<file path="src/rtl/voting_pkg.sv">
`default_nettype none
// ============================================================================
// Module   : voting_pkg
// Purpose  : Shared encodings for the vote registry (FSM states, winner and
//            candidate codes) plus the winner decision helper.
// Revision : 1.0 - initial release
// ============================================================================
package voting_pkg;

  typedef enum logic [1:0] {
    ST_OPEN   = 2'd0,
    ST_SCAN   = 2'd1,
    ST_CLOSED = 2'd2
  } state_t;

  localparam logic [1:0] W_NONE = 2'b00;
  localparam logic [1:0] W_A    = 2'b01;
  localparam logic [1:0] W_B    = 2'b10;
  localparam logic [1:0] W_TIE  = 2'b11;

  localparam logic CAND_A = 1'b0;
  localparam logic CAND_B = 1'b1;

  // Tallies are passed zero-extended so one helper serves any counter width.
  function automatic logic [1:0] pick_winner(input int unsigned a, input int unsigned b);
    logic [1:0] w;
    if (a == 0 && b == 0) w = W_NONE;
    else if (a > b)       w = W_A;
    else if (b > a)       w = W_B;
    else                  w = W_TIE;
    return w;
  endfunction

endpackage
`default_nettype wire

</file>
<file path="src/rtl/vote_registry_if.sv">
`default_nettype none
// ============================================================================
// Module   : vote_registry_if
// Purpose  : Handshake bundle between the voting controller side (master)
//            and the vote registry (slave).
// Revision : 1.0 - initial release
// ============================================================================
interface vote_registry_if #(
  parameter int ID_W  = 4,
  parameter int CNT_W = 8
);
  // controller -> registry
  logic [ID_W-1:0]  id;
  logic             check;
  logic             vote_enable;
  logic             current_candidate;
  logic             mark_done;
  logic             close_poll;
  logic             clear_poll;
  // registry -> controller
  logic             id_valid;
  logic             id_used;
  logic [CNT_W-1:0] count_a;
  logic [CNT_W-1:0] count_b;
  logic [CNT_W-1:0] turnout;
  logic [1:0]       winner;
  logic             result_valid;
  logic             audit_ok;
  logic             dup_err;
  logic             poll_open;

  modport master (
    output id, check, vote_enable, current_candidate, mark_done, close_poll, clear_poll,
    input  id_valid, id_used, count_a, count_b, turnout, winner, result_valid,
           audit_ok, dup_err, poll_open
  );

  modport slave (
    input  id, check, vote_enable, current_candidate, mark_done, close_poll, clear_poll,
    output id_valid, id_used, count_a, count_b, turnout, winner, result_valid,
           audit_ok, dup_err, poll_open
  );
endinterface
`default_nettype wire

</file>
<file path="src/rtl/vote_counter_sat.sv">
`default_nettype none
// ============================================================================
// Module   : vote_counter_sat
// Purpose  : CNT_W-bit saturating up-counter with synchronous clear. The sat
//            flag records that an increment was lost at the ceiling.
// Revision : 1.0 - initial release
// ============================================================================
module vote_counter_sat #(
  parameter int CNT_W = 8
) (
  input  wire logic             clk,
  input  wire logic             reset_n,
  input  wire logic             clr_i,
  input  wire logic             inc_i,
  output logic      [CNT_W-1:0] count_o,
  output logic                  sat_o
);

  logic [CNT_W-1:0] count_q;
  logic             sat_q;

  // Count up until all-ones, then hold and flag every further increment.
  always_ff @(posedge clk or negedge reset_n) begin
    if (!reset_n) begin
      count_q <= '0;
      sat_q   <= 1'b0;
    end else if (clr_i) begin
      count_q <= '0;
      sat_q   <= 1'b0;
    end else if (inc_i) begin
      if (count_q == {CNT_W{1'b1}}) sat_q <= 1'b1;
      else count_q <= count_q + {{(CNT_W-1){1'b0}}, 1'b1};
    end
  end

  assign count_o = count_q;
  assign sat_o   = sat_q;

endmodule
`default_nettype wire

</file>
<file path="src/rtl/vote_registry.sv">
`default_nettype none
// ============================================================================
// Module   : vote_registry
// Purpose  : Responder side of the voting handshake. Answers ID checks,
//            tallies votes, tracks used IDs and, on poll close, audits the
//            used-ID bitmap one index per cycle before publishing a result.
// Revision : 1.0 - initial release
// ============================================================================
module vote_registry
  import voting_pkg::*;
#(
  parameter int                    ID_W     = 4,
  parameter int                    CNT_W    = 8,
  parameter logic [(2**ID_W)-1:0]  REG_MASK = {(2**ID_W){1'b1}}
) (
  input wire logic        clk,
  input wire logic        reset_n,
  vote_registry_if.slave  bus
);

  localparam int NUM_IDS = 2**ID_W;

  state_t             state_q;
  logic [NUM_IDS-1:0] used_q;
  logic [ID_W-1:0]    latched_q;
  logic               id_valid_q;
  logic               id_used_q;
  logic [CNT_W-1:0]   turnout_q;
  logic               tsat_q;
  logic [ID_W:0]      scan_idx_q;
  logic [1:0]         winner_q;
  logic               result_valid_q;
  logic               audit_ok_q;
  logic               dup_err_q;
  logic               poll_open_q;

  logic [CNT_W-1:0]   count_a_w;
  logic [CNT_W-1:0]   count_b_w;
  logic               sat_a_w;
  logic               sat_b_w;
  logic               inc_a_w;
  logic               inc_b_w;
  logic               clr_w;

  // Votes only count while the poll is open; clearing happens from CLOSED.
  assign inc_a_w = (state_q == ST_OPEN) && bus.vote_enable && (bus.current_candidate == CAND_A);
  assign inc_b_w = (state_q == ST_OPEN) && bus.vote_enable && (bus.current_candidate == CAND_B);
  assign clr_w   = (state_q == ST_CLOSED) && bus.clear_poll;

  vote_counter_sat #(.CNT_W(CNT_W)) u_cnt_a (
    .clk     (clk),
    .reset_n (reset_n),
    .clr_i   (clr_w),
    .inc_i   (inc_a_w),
    .count_o (count_a_w),
    .sat_o   (sat_a_w)
  );

  vote_counter_sat #(.CNT_W(CNT_W)) u_cnt_b (
    .clk     (clk),
    .reset_n (reset_n),
    .clr_i   (clr_w),
    .inc_i   (inc_b_w),
    .count_o (count_b_w),
    .sat_o   (sat_b_w)
  );

  // Poll FSM: ID lookups and marking in OPEN, bitmap audit in SCAN, hold in CLOSED.
  always_ff @(posedge clk or negedge reset_n) begin
    if (!reset_n) begin
      state_q        <= ST_OPEN;
      used_q         <= '0;
      latched_q      <= '0;
      id_valid_q     <= 1'b0;
      id_used_q      <= 1'b0;
      turnout_q      <= '0;
      tsat_q         <= 1'b0;
      scan_idx_q     <= '0;
      winner_q       <= W_NONE;
      result_valid_q <= 1'b0;
      audit_ok_q     <= 1'b0;
      dup_err_q      <= 1'b0;
      poll_open_q    <= 1'b1;
    end else begin
      dup_err_q <= 1'b0;
      unique case (state_q)
        ST_OPEN: begin
          // A mark always refers to the ID latched by an earlier check.
          if (bus.mark_done) begin
            if (used_q[latched_q]) begin
              dup_err_q <= 1'b1;
            end else begin
              used_q[latched_q] <= 1'b1;
              id_valid_q        <= 1'b0;
              id_used_q         <= 1'b1;
            end
          end
          // The lookup sees the pre-mark bitmap, so an ID being marked this
          // same cycle must not be reported as still valid.
          if (bus.check) begin
            latched_q  <= bus.id;
            id_valid_q <= REG_MASK[bus.id] & ~used_q[bus.id]
                          & ~(bus.mark_done & (latched_q == bus.id));
            id_used_q  <= used_q[bus.id];
          end
          if (bus.close_poll) begin
            state_q     <= ST_SCAN;
            poll_open_q <= 1'b0;
            id_valid_q  <= 1'b0;
            scan_idx_q  <= '0;
          end
        end

        ST_SCAN: begin
          dup_err_q <= bus.mark_done;
          if (bus.check) id_used_q <= used_q[bus.id];
          // The extra step after the last index publishes the result from
          // the fully accumulated turnout.
          if (scan_idx_q[ID_W]) begin
            state_q        <= ST_CLOSED;
            result_valid_q <= 1'b1;
            winner_q       <= pick_winner(32'(count_a_w), 32'(count_b_w));
            audit_ok_q     <= ({1'b0, turnout_q} == ({1'b0, count_a_w} + {1'b0, count_b_w}))
                              && !sat_a_w && !sat_b_w && !tsat_q;
          end else begin
            if (used_q[scan_idx_q[ID_W-1:0]]) begin
              if (turnout_q == {CNT_W{1'b1}}) tsat_q <= 1'b1;
              else turnout_q <= turnout_q + {{(CNT_W-1){1'b0}}, 1'b1};
            end
            scan_idx_q <= scan_idx_q + {{ID_W{1'b0}}, 1'b1};
          end
        end

        ST_CLOSED: begin
          if (bus.clear_poll) begin
            state_q        <= ST_OPEN;
            used_q         <= '0;
            latched_q      <= '0;
            id_valid_q     <= 1'b0;
            id_used_q      <= 1'b0;
            turnout_q      <= '0;
            tsat_q         <= 1'b0;
            scan_idx_q     <= '0;
            winner_q       <= W_NONE;
            result_valid_q <= 1'b0;
            audit_ok_q     <= 1'b0;
            poll_open_q    <= 1'b1;
          end else begin
            dup_err_q <= bus.mark_done;
            if (bus.check) id_used_q <= used_q[bus.id];
          end
        end

        default: state_q <= ST_OPEN;
      endcase
    end
  end

  assign bus.id_valid     = id_valid_q;
  assign bus.id_used      = id_used_q;
  assign bus.count_a      = count_a_w;
  assign bus.count_b      = count_b_w;
  assign bus.turnout      = turnout_q;
  assign bus.winner       = winner_q;
  assign bus.result_valid = result_valid_q;
  assign bus.audit_ok     = audit_ok_q;
  assign bus.dup_err      = dup_err_q;
  assign bus.poll_open    = poll_open_q;

endmodule
`default_nettype wire

</file>
<file path="src/flat_wrapper.sv">
// flat-port wrapper written by rule: the top's interface ports become plain ports
module vote_registry_flat import voting_pkg::*;
#(
  parameter int                    ID_W     = 4,
  parameter int                    CNT_W    = 8,
  parameter logic [(2**ID_W)-1:0]  REG_MASK = {(2**ID_W){1'b1}}
)
  (clk, reset_n, bus_id, bus_check, bus_vote_enable, bus_current_candidate, bus_mark_done, bus_close_poll, bus_clear_poll, bus_id_valid, bus_id_used, bus_count_a, bus_count_b, bus_turnout, bus_winner, bus_result_valid, bus_audit_ok, bus_dup_err, bus_poll_open);
  vote_registry_if #(.ID_W(ID_W), .CNT_W(CNT_W)) bus_i ();
  input wire logic clk;
  input wire logic reset_n;
  input wire logic [$bits(bus_i.id)-1:0] bus_id;
  input wire logic [$bits(bus_i.check)-1:0] bus_check;
  input wire logic [$bits(bus_i.vote_enable)-1:0] bus_vote_enable;
  input wire logic [$bits(bus_i.current_candidate)-1:0] bus_current_candidate;
  input wire logic [$bits(bus_i.mark_done)-1:0] bus_mark_done;
  input wire logic [$bits(bus_i.close_poll)-1:0] bus_close_poll;
  input wire logic [$bits(bus_i.clear_poll)-1:0] bus_clear_poll;
  output wire logic [$bits(bus_i.id_valid)-1:0] bus_id_valid;
  output wire logic [$bits(bus_i.id_used)-1:0] bus_id_used;
  output wire logic [$bits(bus_i.count_a)-1:0] bus_count_a;
  output wire logic [$bits(bus_i.count_b)-1:0] bus_count_b;
  output wire logic [$bits(bus_i.turnout)-1:0] bus_turnout;
  output wire logic [$bits(bus_i.winner)-1:0] bus_winner;
  output wire logic [$bits(bus_i.result_valid)-1:0] bus_result_valid;
  output wire logic [$bits(bus_i.audit_ok)-1:0] bus_audit_ok;
  output wire logic [$bits(bus_i.dup_err)-1:0] bus_dup_err;
  output wire logic [$bits(bus_i.poll_open)-1:0] bus_poll_open;
  assign bus_i.id = bus_id;
  assign bus_i.check = bus_check;
  assign bus_i.vote_enable = bus_vote_enable;
  assign bus_i.current_candidate = bus_current_candidate;
  assign bus_i.mark_done = bus_mark_done;
  assign bus_i.close_poll = bus_close_poll;
  assign bus_i.clear_poll = bus_clear_poll;
  assign bus_id_valid = bus_i.id_valid;
  assign bus_id_used = bus_i.id_used;
  assign bus_count_a = bus_i.count_a;
  assign bus_count_b = bus_i.count_b;
  assign bus_turnout = bus_i.turnout;
  assign bus_winner = bus_i.winner;
  assign bus_result_valid = bus_i.result_valid;
  assign bus_audit_ok = bus_i.audit_ok;
  assign bus_dup_err = bus_i.dup_err;
  assign bus_poll_open = bus_i.poll_open;
  vote_registry #(.ID_W(ID_W), .CNT_W(CNT_W), .REG_MASK(REG_MASK)) u_core (.clk(clk), .reset_n(reset_n), .bus(bus_i));
endmodule
</file>
<file path="config.mk">
export PLATFORM = sky130hd
export DESIGN_NAME = vote_registry_flat
export DESIGN_NICKNAME = d
export VERILOG_FILES = /design/src/rtl/voting_pkg.sv /design/src/rtl/vote_registry_if.sv /design/src/rtl/vote_counter_sat.sv /design/src/rtl/vote_registry.sv /design/src/flat_wrapper.sv
export SDC_FILE = /design/constraint.sdc
export NUM_CORES = 1
export LEC_CHECK = 0
export CAP_MARGIN = 0
export CORE_ASPECT_RATIO = 2
export CORE_UTILIZATION = 30
export CTS_CLUSTER_DIAMETER = 200
export DETAILED_ROUTE_END_ITERATION = 16
export PLACE_DENSITY_LB_ADDON = 0.25
export SLEW_MARGIN = 20
export SYNTH_ARGS = -nofsm -noshare
export SYNTH_HDL_FRONTEND = slang
export SYNTH_SLANG_ARGS = --single-unit
export TNS_END_PERCENT = 100
</file>
<file path="constraint.sdc">
create_clock -name clk -period 2 [get_ports clk]
set_input_delay 0.4 -clock clk [delete_from_list [all_inputs] [get_ports clk]]
set_output_delay 0.4 -clock clk [all_outputs]
set_load 0.02 [all_outputs]
</file>
==> results.sh <==
export IMPL_power_frac_comb=0.586
export IMPL_fin_hold_ws_ns=0.00625
export IMPL_worst_skew_late_latency_ns=0.34
export IMPL_globalplace_congestion=0.862
export IMPL_synth_edf_count=0
export IMPL_cts_inserted_buffers=9
export IMPL_worst_r2r_endpoint="u_core.bus.audit_ok$_DFFE_PN0P_"
export IMPL_ctsRootBufferMaster="sky130_fd_sc_hd__clkbuf_16"
export IMPL_r2r_start="u_core.u_cnt_b.count_o[1]$_DFFE_PN0P_"
export IMPL_post_synth_inst_count=460
export IMPL_chipWidth_um=86.1
export IMPL_vias_per_cell=5.20
export IMPL_finalHoldViolCount=0
export IMPL_maxSlewViolCount=0
export IMPL_cts_tree="done"
export IMPL_floorplan_core_area_mm2=0.0139
export IMPL_worst_slew_margin_rel=0.701
export IMPL_yosysUniqueCellTypes=68
export IMPL_wl_um=13800
export IMPL_initial_utilization=0.306
export IMPL_synthFlopType="sky130_fd_sc_hd__dfrtp_1"
export IMPL_detailedRoute_firstPassIterationCount=4
export IMPL_grt_start_max_net_pins=48
export IMPL_std_cell_rows=61
export IMPL_die_h_um=170
export IMPL_max_cap_violations=0
export IMPL_switching_power_as_a_share_of_total_power=0.424
export IMPL_sequential_share_of_the_synthesized_area=0.366
export IMPL_cts_reportedPaths_clkPinSlew_ns=0.06
export IMPL_critPathCaptureType="register"
export IMPL_reg2reg_slack_ns=-0.10
export IMPL_path_max_fanout=3
export IMPL_post_route_clock_skew_ns=0.00764
export IMPL_irDropWorstVdd_uv=838
export IMPL_deepest_clock_path_buffer_count=2
export IMPL_mappedNetlistNets=499
export IMPL_synth_area_leaders="sky130_fd_sc_hd__dfrtp_1 36%, sky130_fd_sc_hd__ha_1 7.7%, sky130_fd_sc_hd__a21oi_1 5.4%, sky130_fd_sc_hd__mux4_2 4.8%, sky130_fd_sc_hd__nor2_1 4.5%"
export IMPL_timing_critical_path_from="u_core.u_cnt_b.count_o[1]$_DFFE_PN0P_"
export IMPL_clock_sinks=62
export IMPL_fillCellCount=1393
export IMPL_r2r_worst_path_cells=9
export IMPL_setup_violations=3
export IMPL_failed_checks="negative setup slack"
export IMPL_grt_first_pass_wirelength_um=21700
export IMPL_first_global_vias=4192
export IMPL_post_dp_hpwl_um=10800
export IMPL_drt_initial_drc_count=155
export IMPL_power_frac_clock=0.173
export IMPL_via_count=4017
export IMPL_fmax_mhz=476
export IMPL_io_buffers=43
export IMPL_drt_wirelength_per_cell_um=17.9
export IMPL_final_critical_path_setup_slack_ns=-0.101
export IMPL_crit_type="reg -> reg"
export IMPL_powerDensity_mw_per_mm2=1540
export IMPL_p_switching_uw=3960
export IMPL_yosysMostFrequentCell="sky130_fd_sc_hd__dfrtp_1"
export IMPL_cts_max_level=3
export IMPL_antenna_violating_nets_post_route=0
export IMPL_synth_top_cell_area_share=0.360
export IMPL_design_portCount=44
export IMPL_drc_errors=0
export IMPL_internal_power_uw=5390
export IMPL_post_cts_hold_buffer_count=0
export IMPL_synthToLayoutAreaGrowth_pct=43.5
export IMPL_cell_type_contributing_the_most_total_cell_area_after_synthesis="sky130_fd_sc_hd__dfrtp_1"
export IMPL_synth_async_sr_flop_share=1.00
export IMPL_critical_path_endpoint="u_core.bus.audit_ok$_DFFE_PN0P_"
export IMPL_final_min_period_over_clock_period=1.05
export IMPL_power_share_sequential=0.242
export IMPL_syn_cell_area_mm2=0.00425
export IMPL_design_final_nets=618
export IMPL_rsz_0062_raised_after_global_routing="yes"
export IMPL_insertedDiodeCount=0
export IMPL_synth_cells_most_frequent="61 x sky130_fd_sc_hd__dfrtp_1, 51 x sky130_fd_sc_hd__nor2_1, 46 x sky130_fd_sc_hd__a21oi_1"
export IMPL_antenna_found_initial=0
export IMPL_cp_data_required_time_ns=2.22
export IMPL_critical_path_arrival_ns=2.32
export IMPL_overflow=0
export IMPL_postLayoutCoreUtil=0.438
export IMPL_total_leakage_power_uw=0.00260
export IMPL_status="complete, but fails checks"
export IMPL_die_area_mm2=0.0147
export IMPL_worstSetupStartpointType="register"
export IMPL_min_period_ns=2.10
export IMPL_worst_hold_path_type="in -> async"
export IMPL_worst_pin_slew_ns=0.448
export IMPL_drive_above_1_share=0.312
export IMPL_yosys_warnings=0
export IMPL_synth_seq_cells=62
export IMPL_avgSynthCellArea_um2=9.23
export IMPL_grt_use_total=0.197
[area by class of cell]
cell class                      instances  area [um^2]  share of cell area
Timing Repair Buffer                  129         1110               0.182
Clock buffer                            9          225              0.0370
Sequential cell                        62         1570               0.257
Tap cell                              189          236              0.0388
Multi-Input combinational cell        353         2780               0.457
Clock inverter                          7         81.3              0.0134
Inverter                               24         90.1              0.0148
[worst max-delay path: stages, from the launching register on]
cell and delay (ns):
sky130_fd_sc_hd__dfrtp_2 0.39, sky130_fd_sc_hd__inv_1 0.07, sky130_fd_sc_hd__ha_1 0.30, sky130_fd_sc_hd__nand2b_1 0.21
sky130_fd_sc_hd__a21oi_2 0.18, sky130_fd_sc_hd__o21bai_1 0.12, sky130_fd_sc_hd__a311oi_2 0.25, sky130_fd_sc_hd__nor2_1 0.09
sky130_fd_sc_hd__o32ai_2 0.27, sky130_fd_sc_hd__o31ai_1 0.11
[worst min path at each step]
stage | endpoint | cells past startpoint
floorplan | u_core.bus.audit_ok$_DFFE_PN0P_ | 0
global placement | u_core.bus.turnout[6]$_DFFE_PN0P_ | 1
detailed placement | u_core.bus.turnout[6]$_DFFE_PN0P_ | 1
CTS | u_core.bus.turnout[6]$_DFFE_PN0P_ | 1
global route | u_core.bus.turnout[4]$_DFFE_PN0P_ | 1
finish | u_core.bus.turnout[6]$_DFFE_PN0P_ | 1
[cell usage in the layout, fill, tap and decap left out, drive strengths merged, types with 14 or more instances in the layout]
master / synthesis / layout
nor2: 51 / 51
inv: 24 / 26
xnor2: 16 / 16
clkdlybuf4s50: 0 / 39
nand2b: 14 / 14
dfrtp: 61 / 61
a21oi: 47 / 47
buf: 4 / 87
o21ai: 25 / 25
nor3: 14 / 14
ha: 26 / 26
nand2: 28 / 28
[sequential cells by signal (all words and copies together), names as in the netlist, 2 cells and up]
signal,cells
u_core.u_cnt_a.count_o,8
u_core.bus.winner,2
u_core.used_q,16
u_core.state_q,2
u_core.latched_q,4
u_core.u_cnt_b.count_o,8
u_core.scan_idx_q,5
u_core.bus.turnout,8
[metal layers]
metal / track usage / wire (um) / share of wire / vias to the layer above
met3: 0.0359 / 500 / 0.036 / 47
li1: - / - / - / 1895
met1: 0.184 / 4760 / 0.34 / 1971
met4: 0.131 / 780 / 0.057 / 0
met2: 0.376 / 7760 / 0.56 / 104
met5: 0 / 0 / 0 / -
[through the flow]
| stage | total power, uW | setup WS, ns | setup TNS (ns) | cells | instance area, um^2 |
|---|---|---|---|---|---|
| detailed placement | 7270 | -0.583 | -5.32 | 753 | 5540 |
| global placement | 7200 | -0.530 | -4.89 | 753 | 5540 |
| global route | 9950 | -0.192 | -0.649 | 773 | 6090 |
| floorplan | 5160 | -0.00604 | -0.0148 | 460 | 4340 |
| finish | 9350 | -0.101 | -0.236 | 773 | 6090 |
| CTS | 9140 | -0.0939 | -0.219 | 771 | 5940 |
[power by group through the flow]
| stage | Clock [uW] | Sequential (uW) | Combinational [uW] |
|---|---|---|---|
| floorplan | 0 | 2420 | 2740 |
| global placement | 0 | 2240 | 4950 |
| detailed placement | 0 | 2240 | 5030 |
| CTS | 1640 | 2240 | 5260 |
| global route | 1690 | 2320 | 5940 |
| finish | 1610 | 2260 | 5480 |
[what timing repair did]
action / in CTS / in global routing
setup endpoints to repair: 28 / 41
hold endpoints to repair: 0 / 0
pin swaps: 12 / 12
gates resized for setup: 22 / 30
cloned: 0 / 0
buffers inserted: 3 / 2
[cells by family (layout without fill, tap and decap cells)]
group	after synthesis	after routing	share of synthesized area
xor+xnor	25	25	0.0516
buf+inv	45	169	0.0427
compound gates	117	117	0.180
fa+ha+maj	27	27	0.0813
mux	24	24	0.0840
flops	62	62	0.366
simple gates	160	160	0.195
(Power assumes the default switching activity.)
